**src/rtl/vend_pkg.sv**
```systemverilog
// Shared types and constants for the vending front end: coin denominations,
// their cent values and the credit accumulator states.
package vend_pkg;

   typedef enum logic [1:0] {
      COIN_5   = 2'd0,
      COIN_10  = 2'd1,
      COIN_25  = 2'd2,
      COIN_100 = 2'd3
   } coin_type_t;

   localparam int COIN_5_VAL   = 5;
   localparam int COIN_10_VAL  = 10;
   localparam int COIN_25_VAL  = 25;
   localparam int COIN_100_VAL = 100;

   typedef enum logic [1:0] {
      IDLE   = 2'd0,
      ACCUM  = 2'd1,
      HOLD   = 2'd2,
      REFUND = 2'd3
   } acc_state_t;

   localparam int MAX_CREDIT_DEF = 200;

endpackage

```
**src/rtl/coin_value_decode.sv**
```systemverilog
// Combinational coin denomination to cent value decoder.
module coin_value_decode
   import vend_pkg::*;
#(
   parameter int CW = 8
) (
   input  logic [1:0]    coin_type_i,
   output logic [CW-1:0] value_o
);

   coin_type_t ct;

   always_comb begin
      ct      = coin_type_t'(coin_type_i);
      value_o = '0;
      case (ct)
         COIN_5:   value_o = CW'(COIN_5_VAL);
         COIN_10:  value_o = CW'(COIN_10_VAL);
         COIN_25:  value_o = CW'(COIN_25_VAL);
         COIN_100: value_o = CW'(COIN_100_VAL);
         default:  value_o = '0;
      endcase
   end

endmodule

```
**src/rtl/coin_credit_acc.sv**
```systemverilog
// Coin credit accumulator: validates coins against a credit ceiling, signals
// when the drink price is covered and presents change/refund until acknowledged.
module coin_credit_acc
   import vend_pkg::*;
#(
   parameter int CW         = 8,
   parameter int MAX_CREDIT = MAX_CREDIT_DEF
) (
   input  logic          clk,
   input  logic          resetn,
   input  logic          coin_valid,
   input  logic [1:0]    coin_type,
   input  logic [CW-1:0] price,
   input  logic          cancel,
   input  logic          vend_done,
   input  logic          refund_ack,
   output logic          coin,
   output logic          coin_reject,
   output logic [CW-1:0] credit,
   output logic          refund_valid,
   output logic [CW-1:0] refund_amt
);

   localparam logic [CW:0] MAX_SUM = (CW+1)'(MAX_CREDIT);

   acc_state_t    state_q;
   logic [CW-1:0] credit_q;
   logic [CW-1:0] price_q;
   logic          coin_q;
   logic          coin_reject_q;
   logic          refund_valid_q;
   logic [CW-1:0] refund_amt_q;

   logic [CW-1:0] coin_val_d;
   logic [CW:0]   sum_d;
   logic [CW-1:0] remainder_d;

   coin_value_decode #(.CW(CW)) u_decode (
      .coin_type_i (coin_type),
      .value_o     (coin_val_d)
   );

   // Sum carries one extra bit so an oversized coin can never wrap the credit.
   assign sum_d       = {1'b0, credit_q} + {1'b0, coin_val_d};
   assign remainder_d = credit_q - price_q;

   always_ff @(posedge clk) begin
      if (!resetn) begin
         state_q        <= IDLE;
         credit_q       <= '0;
         price_q        <= '0;
         coin_q         <= 1'b0;
         coin_reject_q  <= 1'b0;
         refund_valid_q <= 1'b0;
         refund_amt_q   <= '0;
      end else begin
         coin_q        <= 1'b0;
         coin_reject_q <= 1'b0;
         case (state_q)
            IDLE, ACCUM: begin
               if (cancel) begin
                  coin_reject_q <= coin_valid;
                  if (state_q == ACCUM) begin
                     state_q        <= REFUND;
                     refund_valid_q <= 1'b1;
                     refund_amt_q   <= credit_q;
                  end
               end else if (coin_valid) begin
                  if (sum_d <= MAX_SUM) begin
                     credit_q <= sum_d[CW-1:0];
                     if (sum_d >= {1'b0, price}) begin
                        state_q <= HOLD;
                        price_q <= price;
                        coin_q  <= 1'b1;
                     end else begin
                        state_q <= ACCUM;
                     end
                  end else begin
                     coin_reject_q <= 1'b1;
                  end
               end else if (state_q == ACCUM && credit_q >= price) begin
                  // Price was lowered beneath the credit already held.
                  state_q <= HOLD;
                  price_q <= price;
                  coin_q  <= 1'b1;
               end
            end
            HOLD: begin
               coin_reject_q <= coin_valid;
               if (vend_done) begin
                  if (remainder_d != '0) begin
                     state_q        <= REFUND;
                     credit_q       <= remainder_d;
                     refund_valid_q <= 1'b1;
                     refund_amt_q   <= remainder_d;
                  end else begin
                     state_q  <= IDLE;
                     credit_q <= '0;
                  end
               end else if (cancel) begin
                  state_q        <= REFUND;
                  refund_valid_q <= 1'b1;
                  refund_amt_q   <= credit_q;
               end
            end
            REFUND: begin
               coin_reject_q <= coin_valid;
               if (refund_ack) begin
                  state_q        <= IDLE;
                  credit_q       <= '0;
                  refund_valid_q <= 1'b0;
                  refund_amt_q   <= '0;
               end
            end
            default: state_q <= IDLE;
         endcase
      end
   end

   assign coin         = coin_q;
   assign coin_reject  = coin_reject_q;
   assign credit       = credit_q;
   assign refund_valid = refund_valid_q;
   assign refund_amt   = refund_amt_q;

endmodule

```
**config.mk**
```make
export PLATFORM = sky130hd
export DESIGN_NAME = coin_credit_acc
export DESIGN_NICKNAME = d
export VERILOG_FILES = /design/src/rtl/vend_pkg.sv /design/src/rtl/coin_value_decode.sv /design/src/rtl/coin_credit_acc.sv
export SDC_FILE = /design/constraint.sdc
export NUM_CORES = 1
export LEC_CHECK = 0
export ABC_AREA = 1
export ABC_CLOCK_PERIOD_IN_PS = 3250
export CAP_MARGIN = 20
export CORE_MARGIN = 10
export CORE_UTILIZATION = 50
export CTS_BUF_LIST = sky130_fd_sc_hd__clkbuf_8
export DETAILED_ROUTE_END_ITERATION = 6
export PLACE_DENSITY = 0.75
export SETUP_SLACK_MARGIN = 0.05
export SLEW_MARGIN = 20
export SYNTH_ARGS = -nofsm -noshare
export SYNTH_HDL_FRONTEND = slang
export SYNTH_HIERARCHICAL = 1
export SYNTH_SLANG_ARGS = --single-unit
```
**constraint.sdc**
```tcl
create_clock -name clk -period 3.25 [get_ports clk]
set_clock_uncertainty 0.1 [all_clocks]
set_input_delay 0.65 -clock clk [delete_from_list [all_inputs] [get_ports clk]]
set_output_delay 0.65 -clock clk [all_outputs]
set_load 0.02 [all_outputs]
```
### Word level (Yosys, flattened, before mapping)

Index checks and enable logic that the tools add are counted.
W data, S select, Z words.

* $add $sub $neg: 2
* $lt $le $gt $ge: 3
* equality and inequality tests: 20
* muxes and demuxes: 44
* bitwise operators: 3
* reduce and logical (&&, ||, !) cells: 12

Operator list (count)
* $mux W8: 15
* $pmux W8 S3: 2
* $pmux W8 S4: 1
* $mux W2: 10
* $reduce_and A5 Y1: 4
* $ne A2 B2 Y1 const B: 7
* $mux W1: 13
* $add A8 B8 Y9: 1
* $ge A9 B8 Y1: 1
* $le A9 B8 Y1 const B: 1
* $ne A3 B3 Y1 const B: 3
* $eq A2 B2 Y1 const B: 4
* $ge A8 B8 Y1: 1
* $ne A4 B4 Y1 const B: 2
* $reduce_bool A8 Y1: 1
* $sub A8 B8 Y8: 1
* $pmux W2 S3: 1
* $eq A2 B1 Y1 const B: 2
* $logic_not A2 Y1: 2
* $ne A2 B1 Y1 const B: 2
* $reduce_or A2 Y1: 2
* $not A1 Y1: 3
* $pmux W1 S3: 1
* $reduce_or A3 Y1: 1
* other kinds (3): 3

* register bits after elaboration: 29
* bits of input ports: 16
* output and inout bits: 19

### Logic depth before layout (Yosys ltp)

* depth after elaboration: 9
* depth in mapped cells: 26

### Hierarchy

The synthesis kept the hierarchy.

Modules (own cells, without submodules)
* coin_credit_acc: times used 1, cells each 451, area an instance 2892.8 um^2, seq. area each 580.6 um^2
* coin_value_decode: times used 1, cells each 13, area an instance 91.3 um^2, seq. area each 0.0 um^2

### Worst setup path before layout

Ideal clock, no wire load.

* kind: input port to flip-flop
* from: input port coin_type[0]
* to: register price_q[5]
* setup time: 115 ps
* arrival time: 3286 ps
* required time: 3035 ps
* path slack: -251 ps
* stages on the path: 23
* path through: inv_1 -> ha_1 -> inv_1 -> nand2_1 -> ha_1 -> fa_1 -> nand3_1 -> nand2_2 -> xnor2_1 -> inv_1 -> ha_1 -> nand2_1 -> nor2_1 -> nand3_1 -> o21bai_1 -> nor2_1 -> nand3_2 -> nand2_2 -> nor2_4 -> buf_6 -> nand3_1 -> nand2_1 -> nor2_1

* longest elaborated chain between the ends: 6
* elaborated cells on any way between the ends: 11
* those cells by class: add/sub: 1; order compare: 2; eq/ne: 5; mux: 1; reduce/logical: 2

RTL lines
* start: declaration: line coin_credit_acc.sv:12 `input logic [1:0] coin_type,`
* $eq A2 B2 Y1 (tied with other cells): line coin_value_decode.sv:16 `case (ct)`
* $pmux W8 S4 *: line coin_value_decode.sv:16
* via coin_val_d[4]: line coin_credit_acc.sv:34 `logic [CW-1:0] coin_val_d;`
* $add A8 B8 Y9 *: line coin_credit_acc.sv:44 `assign sum_d = {1'b0, credit_q} + {1'b0, coin_val_d};`
* $ge A9 B8 Y1 / $le A9 B8 Y1 (equally long branches): line coin_credit_acc.sv:71, coin_credit_acc.sv:69
* $ne A2 B1 Y1 (no source line)
* $reduce_and A5 Y1 (no source line) *
* end signal: assignment: line coin_credit_acc.sv:73 `price_q <= price;`
* end signal: assignment: line coin_credit_acc.sv:84 `price_q <= price;`
* end: declaration: line coin_credit_acc.sv:28 `logic [CW-1:0] price_q;`

The timed path passes the listed nets; every way through them passes the cells marked *. The select of a mux whose other input is x is not followed.
A chain may end at the register's enable or synchronous reset.

### Final worst setup path

* from: input port coin_type[0]
* to: register price_q[0]

Same word-level chain as after synthesis.

==> results.json <==
{
  "outcome": "finished, violations left",
  "violations": "negative setup slack",
  "ant_nets": 0,
  "cp_cell_sequence": "buf_12 > inv_12 > ha_4 > inv_2 > nand2_2 > ha_4 > fa_2 > nand3_2 > nand2_4 > xnor2_2 > inv_2 > ha_4 > nand2_4 > nor2_1 > nand3_1 > o21bai_1 > nor2_2 > nand3_2 > nand2_2 > nor2_4 > buf_12 > nand3_2 > nand2_1 > nor2_1",
  "die_x_um": 97.3,
  "place_inst": 601,
  "drt_first_pass_iters": 5,
  "syn2layout_area_growth_pct": 38.6,
  "ys.warnings.count": 6,
  "cts_tree": "done",
  "seqPwrFrac_pct": 13.3,
  "place_ws_ns": -1.02,
  "worst_slack_ns": -0.196,
  "clkTransAtPathRegs_ns": 0.07,
  "wl_per_cell_um": 15.3,
  "ys_seq_area_share_pct": 19.5,
  "slew_headroom_pct": 55.8,
  "antenna_found_initial": 0,
  "start_util_pct": 51.0,
  "std_cell_rows": 28,
  "synthArstFlopShare_pct": 0,
  "ys_types": 35,
  "synth_xor_area_share_pct": 0.881,
  "r2r_slack_ns": 0.20,
  "io_pins": 35,
  "cp_max_fo": 8,
  "syn_nets": 517,
  "hpwl_um": 6720,
  "irDropWorstVdd_mv": 0.576,
  "root_buffer": "clkbuf_8",
  "grt_use_total_pct": 18.8,
  "synth_top_area_share_pct": 19.5,
  "grt_pass1_wl_um": 15100,
  "finalHoldWorstSlack_ns": 0.347,
  "htree_num_levels": 2,
  "rsz0062_at_grt": "true",
  "p_leak_nw": 2.05,
  "p_clk_share_pct": 6.0,
  "crit_family": "simple AND/OR/NAND/NOR gates",
  "clk_latency_ns": 0.28,
  "hold_viol_final": 0,
  "core-area_um2": 5850,
  "worst_pin_slew_ns": 0.660,
  "dieArea_um2": 9460,
  "setup_viol": 10,
  "antenna_cells": 0,
  "critPathBufInv": 5,
  "tns_ns": -1.30,
  "grt-ovfl-total": 0,
  "cts_sinks": 29,
  "vias_per_cell": 5.36,
  "synth_simple_gate_area_share_pct": 37.3,
  "drive_gt1_share_pct": 26.5,
  "synth_top_family_by_area": "simple AND/OR/NAND/NOR gates",
  "arrival_ns": 3.52,
  "cap_violations": 0,
  "crit_slowest_cell": "fa_2",
  "muxShareOfSynthArea_pct": 0,
  "io_buffer_count": 34,
  "synth_top_cells_by_area": "dfxtp_1 19%, ha_1 15%, nand2_1 14%",
  "synth_compound_area_share_pct": 12.7,
  "p_sw_share_pct": 52.1,
  "p_sw_mw": 2.45,
  "grt_pass1_vias": 3201,
  "globalplace.congestion": 0.927,
  "synth_fa_ha_area_share_pct": 16.0,
  "holdCritPathClass": "flip-flop to flip-flop",
  "path_class": "input port to flip-flop",
  "cpPeakStageDelay_ns": 0.37,
  "vias": 3317,
  "yosys.area.top_type": "dfxtp_1",
  "period_share_pct": 106,
  "ys.flop_type": "dfxtp_1",
  "endpoint_kind": "flip-flop",
  "drt_iter0_drc": 345,
  "p_int_mw": 2.25,
  "min_period_ns": 3.45,
  "p_per_area_nw_per_um2": 1140,
  "critPathRequiredTime_ns": 3.33,
  "slew_violations": 0,
  "grt_max_degree": 20,
  "clk_path_buf_depth": 2,
  "netlist_instances": 464,
  "fin_nets": 598,
  "pwr-share-comb_pct": 80.7,
  "ys_seq_elements": 29,
  "die_h_um": 97.3,
  "syn-cell-area_um2": 2980,
  "cts_buffers": 5,
  "fmax_ghz": 0.290,
  "synth_edf_count": 0,
  "start_kind": "input port",
  "drc": 0,
  "routed_wl_um": 9450,
  "final_cells": 619,
  "syn_avg_cell_area_um2": 6.43
}
## through the flow
stage	area (µm²)	utilization, %	power [mW]
after detailed placement	3700	63.3	3.91
after global placement	3700	63.3	3.85
final	4140	70.7	4.70
after floorplan	3050	-	2.83
after global routing	4140	70.7	5.10
after CTS	4100	70.1	4.51
## synthesized netlist by cell type (9+ instances only)
cell / count
a21oi_2: 9
o22ai_1: 9
inv_1: 78
nor2_1: 52
nand2_2: 13
nand3_1: 31
nand4_1: 12
o21ai_0: 17
a21oi_1: 20
ha_1: 35
nand2_1: 109
dfxtp_1: 29
## power groups by stage
stage          clock [mW]  sequential [mW]  combinational [mW]
6_report            0.283            0.623                3.79
5_1_grt             0.294            0.640                4.16
4_1_cts             0.282            0.614                3.61
3_5_place_dp            0            0.611                3.30
3_3_place_gp            0            0.608                3.24
2_1_floorplan           0            0.743                2.09
## layer usage
metal	vias up	track usage, %	part of all wire, %
met1	1506	20.0	40
met2	131	34.3	50
met4	0	9.17	4.0
met5	-	0	0
met3	34	3.98	6.0
li1	1646	-	-
## layout by cell type (no fill, tap or decap), drive strengths merged
cell and count:
nand2 124, inv 82, nor2 57, buf 54
nand3 38, ha 35, clkdlybuf4s50 32, dfxtp 29
a21oi 29, o21ai 17, nand4 12, o22ai 9
clkbuf 5, nand3b 4, o21a 3, o211ai 2
nor3 2, xnor2 2, fa 2, o21bai 1
xor2 1, a31oi 1, o221ai 1, clkinv 1
conb 1
## registers in the layout (all words and copies together), names as in the netlist
signal and count:
refund_amt 8, state_q 2, refund_valid 1, credit 8, coin_reject 1, coin 1, price_q 8
## worst register-to-register path: cells and delay by family (launching register included)
kind / cells / cell delay [ns]
simple gates: 12 / 1.10
fa+ha+maj: 3 / 0.84
flops: 1 / 0.35
buf+inv: 2 / 0.21
xor+xnor: 1 / 0.20
compound gates: 1 / 0.17
## kinds of logic after synthesis
| logic type | count (synthesis) |
|---|---|
| xor+xnor | 3 |
| fa+ha+maj | 37 |
| flops | 29 |
| simple gates | 237 |
| compound gates | 63 |
| other cells | 1 |
| buf+inv | 94 |
## worst paths after layout
kind	startpoint	endpoint	depth (start not counted)
worst max register to register	credit[0]	price_q[0]	19
worst max-delay path	coin_type[0]	price_q[0]	24
worst min register to register	refund_valid	refund_valid	2
worst min-delay path	refund_valid	refund_valid	2
## final cells by class
cell class                 count  area (µm²)
clock inverter                 1        5.00
sequential                    29         581
clock buffer                   5        68.8
multi-input combinational    341        2280
timing repair buffer          86         778
tap                           75        93.8
fill                         467        1720
inverter                      82         330
## what timing repair did
| item | 4_1_cts | 5_1_grt |
|---|---|---|
| hold buffers | 0 | 0 |
| cloned | 1 | 0 |
| pin swaps | 36 | 21 |
| hold endpoints to repair | 0 | 0 |
| buffers inserted | 10 | 2 |
| setup endpoints to repair | 20 | 11 |
| gates resized for setup | 49 | 13 |
Note: power is estimated with default switching activity, not from simulation.
